$ cat config.mk
export PLATFORM = sky130hd
export DESIGN_NAME = sr_excitation_driver
export DESIGN_NICKNAME = d
export VERILOG_FILES = /design/src/rtl/sr_pkg.sv /design/src/rtl/sr_excite_calc.sv /design/src/rtl/sr_excitation_driver.sv
export SDC_FILE = /design/constraint.sdc
export NUM_CORES = 1
export LEC_CHECK = 0
export BUFFER_PORTS_ARGS = -buffer_cell sky130_fd_sc_hd__buf_2
export CAP_MARGIN = 10
export CORE_ASPECT_RATIO = 0.75
export CORE_MARGIN = 5
export CORE_UTILIZATION = 48
export DETAILED_ROUTE_END_ITERATION = 12
export HOLD_SLACK_MARGIN = 0.03
export PLACE_DENSITY = 0.7
export SLEW_MARGIN = 20
export SYNTH_ARGS = -nofsm -noshare
export SYNTH_HDL_FRONTEND = slang
export SYNTH_SLANG_ARGS = --single-unit
$ cat constraint.sdc
create_clock -name clk -period 5.8 [get_ports clk]
set_clock_uncertainty 0.2 [all_clocks]
set_input_delay 0.29 -clock clk [delete_from_list [all_inputs] [get_ports clk]]
set_output_delay 0.29 -clock clk [all_outputs]
set_load 0.02 [all_outputs]
$ cat src/rtl/sr_pkg.sv
// Shared types, default constants and the SR excitation rule for the SR bank drivers.
package sr_pkg;

    localparam int unsigned SR_DEF_WIDTH      = 4;
    localparam int unsigned SR_DEF_PULSE_CYC  = 2;
    localparam int unsigned SR_DEF_SETTLE_CYC = 1;
    localparam int unsigned SR_DEF_MAX_RETRY  = 3;

    typedef enum logic [1:0] {
        ST_IDLE   = 2'd0,
        ST_PULSE  = 2'd1,
        ST_SETTLE = 2'd2,
        ST_CHECK  = 2'd3
    } sr_state_e;

    // Returns {S,R} for a single cell moving from q to q_next; refresh drives hold cases too.
    function automatic logic [1:0] sr_excite(input logic q, input logic q_next, input logic refresh);
        logic [1:0] sr;
        sr = 2'b00;
        if (q_next && (!q || refresh)) begin
            sr = 2'b10;
        end else if (!q_next && (q || refresh)) begin
            sr = 2'b01;
        end
        return sr;
    endfunction

endpackage

$ cat src/rtl/sr_excite_calc.sv
// Per-word combinational S/R generator.
// SR_REFRESH_EN: when defined, unchanged bits are also driven (1->1 sets, 0->0 resets).
module sr_excite_calc
    import sr_pkg::*;
#(
    parameter int unsigned WIDTH = SR_DEF_WIDTH
) (
    input  logic [WIDTH-1:0] target,
    input  logic [WIDTH-1:0] q,
    output logic [WIDTH-1:0] s_c,
    output logic [WIDTH-1:0] r_c
);

`ifdef SR_REFRESH_EN
    localparam logic REFRESH = 1'b1;
`else
    localparam logic REFRESH = 1'b0;
`endif

    // Apply the excitation rule bit by bit; S and R are mutually exclusive by construction.
    always_comb begin
        s_c = '0;
        r_c = '0;
        for (int i = 0; i < int'(WIDTH); i++) begin
            {s_c[i], r_c[i]} = sr_excite(q[i], target[i], REFRESH);
        end
    end

endmodule

$ cat src/rtl/sr_excitation_driver.sv
// Write-side controller for a bank of external SR flip-flops: pulse, settle, read back, retry.
// Optional macro SR_REFRESH_EN (handled in sr_excite_calc) actively refreshes unchanged bits.
module sr_excitation_driver
    import sr_pkg::*;
#(
    parameter int unsigned WIDTH      = SR_DEF_WIDTH,
    parameter int unsigned PULSE_CYC  = SR_DEF_PULSE_CYC,
    parameter int unsigned SETTLE_CYC = SR_DEF_SETTLE_CYC,
    parameter int unsigned MAX_RETRY  = SR_DEF_MAX_RETRY
) (
    input  logic             clk,
    input  logic             rst_n,
    input  logic             in_valid,
    output logic             in_ready,
    input  logic [WIDTH-1:0] in_target,
    input  logic [WIDTH-1:0] q_fb,
    output logic [WIDTH-1:0] sr_s,
    output logic [WIDTH-1:0] sr_r,
    output logic             busy,
    output logic             done,
    output logic             err
);

    localparam int unsigned CNT_MAX = (PULSE_CYC > SETTLE_CYC) ? PULSE_CYC : SETTLE_CYC;
    localparam int unsigned CNT_W   = (CNT_MAX > 1) ? $clog2(CNT_MAX) : 1;
    localparam int unsigned RTY_W   = 4;

    sr_state_e        state;
    logic [WIDTH-1:0] target;
    logic [CNT_W-1:0] cyc_cnt;
    logic [RTY_W-1:0] retry_cnt;
    logic [WIDTH-1:0] calc_target;
    logic [WIDTH-1:0] s_c;
    logic [WIDTH-1:0] r_c;
    logic             accept_c;

    // In IDLE the incoming word is excited directly; afterwards the captured target is used.
    assign calc_target = (state == ST_IDLE) ? in_target : target;
    assign accept_c    = (state == ST_IDLE) && in_ready && in_valid;

    sr_excite_calc #(
        .WIDTH (WIDTH)
    ) u_calc (
        .target (calc_target),
        .q      (q_fb),
        .s_c    (s_c),
        .r_c    (r_c)
    );

    // Write sequencer: accept, pulse, settle, check, retry or finish; all outputs registered.
    always_ff @(posedge clk or negedge rst_n) begin
        if (!rst_n) begin
            state     <= ST_IDLE;
            target    <= '0;
            cyc_cnt   <= '0;
            retry_cnt <= '0;
            sr_s      <= '0;
            sr_r      <= '0;
            in_ready  <= 1'b0;
            busy      <= 1'b0;
            done      <= 1'b0;
            err       <= 1'b0;
        end else begin
            done <= 1'b0;
            err  <= 1'b0;
            case (state)
                ST_IDLE: begin
                    sr_s <= '0;
                    sr_r <= '0;
                    if (accept_c) begin
                        target    <= in_target;
                        retry_cnt <= '0;
                        cyc_cnt   <= '0;
                        in_ready  <= 1'b0;
                        busy      <= 1'b1;
                        if ((s_c | r_c) != '0) begin
                            sr_s  <= s_c;
                            sr_r  <= r_c;
                            state <= ST_PULSE;
                        end else begin
                            state <= ST_CHECK;
                        end
                    end else begin
                        in_ready <= 1'b1;
                        busy     <= 1'b0;
                    end
                end
                ST_PULSE: begin
                    if (cyc_cnt == CNT_W'(PULSE_CYC - 1)) begin
                        sr_s    <= '0;
                        sr_r    <= '0;
                        cyc_cnt <= '0;
                        state   <= ST_SETTLE;
                    end else begin
                        cyc_cnt <= cyc_cnt + CNT_W'(1);
                    end
                end
                ST_SETTLE: begin
                    if (cyc_cnt == CNT_W'(SETTLE_CYC - 1)) begin
                        cyc_cnt <= '0;
                        state   <= ST_CHECK;
                    end else begin
                        cyc_cnt <= cyc_cnt + CNT_W'(1);
                    end
                end
                ST_CHECK: begin
                    if (q_fb == target) begin
                        done  <= 1'b1;
                        busy  <= 1'b0;
                        state <= ST_IDLE;
                    end else if (retry_cnt < RTY_W'(MAX_RETRY)) begin
                        retry_cnt <= retry_cnt + RTY_W'(1);
                        sr_s      <= s_c;
                        sr_r      <= r_c;
                        cyc_cnt   <= '0;
                        state     <= ST_PULSE;
                    end else begin
                        err   <= 1'b1;
                        busy  <= 1'b0;
                        state <= ST_IDLE;
                    end
                end
                default: begin
                    state <= ST_IDLE;
                end
            endcase
        end
    end

endmodule

==> results.py <==
metrics = {
    "timing": {
        "rsz0062_at_grt": "no",
        "timing_hold_violations_final": 0,
        "worstMarginPinSlew_ns": 0.8895,
        "fin_crit_ns": 2.882,
        "clock.fmax_mhz": 346.9,
        "slew_headroom_pct": 40.70,
        "fin_crit_sh_pct": 49.70,
        "maxSlewViolCount": 0,
        "fin_setup_tns_ns": 0,
        "setup_viol": 0,
    },
    "cts": {
        "cts_resized": 0,
        "clock_path_buffers": 2,
        "postCtsSetupBuffers": 0,
        "cts_tree": "done",
        "worstSkewPairLatency_ns": 0.26,
        "root_buffer": "clkbuf_8",
        "numCtsBuffers": 3,
        "cts_hold_buffers": 1,
        "clk_pin_slew_worst_paths_ns": 0.08,
        "h-tree-depth": 1,
        "clkSinkCount": 23,
    },
    "global_routing": {
        "antenna_found_initial": 0,
        "grt_usage_pct": 16.93,
        "grt_overflow": 0,
        "grt_start_max_net_pins": 28,
        "grt_pass1_vias": 1209,
        "grt_pass1_wl_mm": 5.520,
    },
    "final_layout": {
        "fin_nets": 187,
        "area_growth_pct": 13.22,
        "multi_input_area_um2": 770.7,
        "antenna_cells": 0,
        "num-fill-cells": 270,
        "fin_cells": 198,
        "drive_above_1_share_pct": 23.75,
        "regArea_um2": 575.6,
    },
    "yosys": {
        "synthDistinctLibCells": 37,
        "synth_warnings": 0,
        "yosysTopAreaCellShare_pct": 40.53,
        "synthTopCellsByArea": "dfrtp_1 41%, ha_1 13%, mux2_2 7.1%, inv_1 3.4%, nand2_1 3.4%",
        "synth_seq_area_share_pct": 40.53,
        "syn_nets": 165,
        "avgSynthCellArea_um2": 10.22,
        "synthesis.area_mm2": 0.001420,
        "syn_inst": 139,
        "yosysTopAreaCell": "dfrtp_1",
        "synth_seq_cells": 23,
    },
    "worst_setup_path": {
        "worst_ep_required_time_ns": 5.80,
        "worstPathArrival_ns": 2.89,
        "path_buf_inv": 1,
        "crit_path_end_kind": "flop",
        "critPathKind": "reg2reg",
        "cp_slowest_cell": "nor4b_2",
        "cpLargestDelayFamily": "adder cells",
        "cp_common_cell": "ha_1",
        "regToRegSetupSlack_ns": 2.92,
        "cp_cell_sequence": "inv_1 -> ha_1 -> mux2_2 -> ha_1 -> and4_1 -> nor4b_2 -> a31o_2 -> a22o_1",
        "startpoint_type": "flop",
        "critical_path.max_fanout": 7,
        "max_stage_delay_ns": 0.45,
    },
    "die": {
        "die_h_um": 57.11,
        "num_rows": 17,
        "io_pins": 23,
        "start_util_pct": 49.09,
        "dieArea_mm2": 0.004158,
        "die_w_um": 72.81,
        "core_area_mm2": 0.002893,
    },
    "route": {
        "first_pass_iters": 4,
        "vias_per_cell": 5.626,
        "drt_iter0_markers": 54,
        "vias": 1114,
        "drc": 0,
        "ant_nets": 0,
        "wl_mm": 3.093,
        "wl_per_cell_um": 15.62,
    },
    "placement": {
        "place_congestion": 0.8718,
        "io_buffers": 22,
        "placed_cells": 193,
        "dp_hpwl_mm": 2.315,
    },
    "flow_run": {
        "maxCapViolations": 0,
    },
    "min_path": {
        "hp-class": "in2reg",
    },
    "power_and_ir_drop": {
        "peakVddDrop_mv": 0.2496,
        "powerDensity_mw_per_mm2": 534.2,
        "power.leakage_uw": 0.0007928,
    },
    "run_status": {
        "outcome": "finished clean",
    },
}
## power by group
group          leakage, uW  switching, uW  total [uW]  internal (uW)
clock network    0.0000228           49.7        98.7           49.0
registers         0.000299           47.2         264            217
logic             0.000472            302         496            194
## cell usage in the layout, fill, tap and decap left out, drive strengths merged, types with 2 or more instances in the layout
master and count:
nor4b 2, a22oi 5, a22o 2, a21o 2, nand2 13, a21oi 5, a41oi 2, inv 13
and4 2, clkbuf 4, xnor2 4, nor2 5, mux2 9, ha 15, dfrtp 23, nand3 8
o21a 3, o211ai 4, buf 22
## per-stage QoR
| step | total power, uW | util, % | hold slack, ns | area (um^2) | setup WS (ns) |
|---|---|---|---|---|---|
| 6_report | 858.9 | 55.58 | 0.07265 | 1608 | 2.918 |
| 5_1_grt | 936.5 | 55.58 | 0.07052 | 1608 | 2.761 |
| 3_5_place_dp | 759.0 | 53.68 | 0.09612 | 1553 | 2.953 |
| 2_1_floorplan | 631.2 | - | -0.2056 | 1420 | 3.294 |
| 3_3_place_gp | 738.1 | 53.68 | 0.08996 | 1553 | 3.092 |
| 4_1_cts | 864.5 | 55.58 | 0.06602 | 1608 | 2.942 |
## worst register-to-register path, delay by kind of cell, from the launching register on
family / cells / cell delay, ns
AO/OA/AOI/OAI: 2 / 0.33
adder cells (fa/ha/maj): 2 / 0.67
buffers and inverters: 1 / 0.14
flip-flops: 1 / 0.42
multiplexers: 1 / 0.41
AND/OR/NAND/NOR: 2 / 0.65
## cells in the mapped netlist, drive strengths merged
library cell and instances:
o32ai 1, o21ai 1, a31o 1, a21oi 5, nor4 1, o311ai 1, ha 15, nor3 1
o21a 3, nand2 13, nand3 8, a221o 1, and2 1, a21o 2, or2 1, inv 13
a22o 2, nor2 5, a41o 1, o211ai 4, a21boi 1, xnor2 4, clkbuf 4, and4 2
a41oi 2, a211oi 1, nor2b 1, dfrtp 23, buf 2, or3 1, mux2i 1, or4b 1
nor4b 2, mux2 9, a22oi 5
## routing by layer
metal / routed length, um / GRT usage, %
met5: 0 / 0
met4: 12 / 4.474
met3: 178 / 4.577
met2: 1458 / 26.99
met1: 1443 / 22.75
## path summary, 6_finish.rpt
kind	from	to	cells after the start
setup / recovery	state[1]	sr_s[1]	8
hold / removal	in_target[1]	target[1]	2
setup reg to reg	state[1]	sr_s[1]	8
hold reg to reg	retry_cnt[3]	retry_cnt[3]	1
max in group asynchronous	rst_n	retry_cnt[1]	2
min in group asynchronous	rst_n	target[0]	2
## kinds of logic (layout without fill, tap and decap cells)
family	after synthesis	after routing	share of synthesized area (%)
compound gates	31	31	16.30
xor+xnor	4	4	2.467
fa+ha+maj	15	15	13.22
buf+inv	19	40	5.198
flops	23	23	40.53
mux	10	10	7.842
simple gates	37	37	14.45
## cell type report
type                    instances  area share, %
repair buffers                 23          7.471
inverters                      13          3.035
well taps                      38          2.957
multi-input cells              97          47.94
clock buffers                   4          2.802
flip-flops and latches         23          35.80
## state kept, by name, indices dropped and copies added, names as in the netlist
register and flops:
retry_cnt 4, err 1, done 1, sr_r 4
busy 1, target 4, state 2, sr_s 4
cyc_cnt 1, in_ready 1
Note: power is estimated with default switching activity, not from simulation.
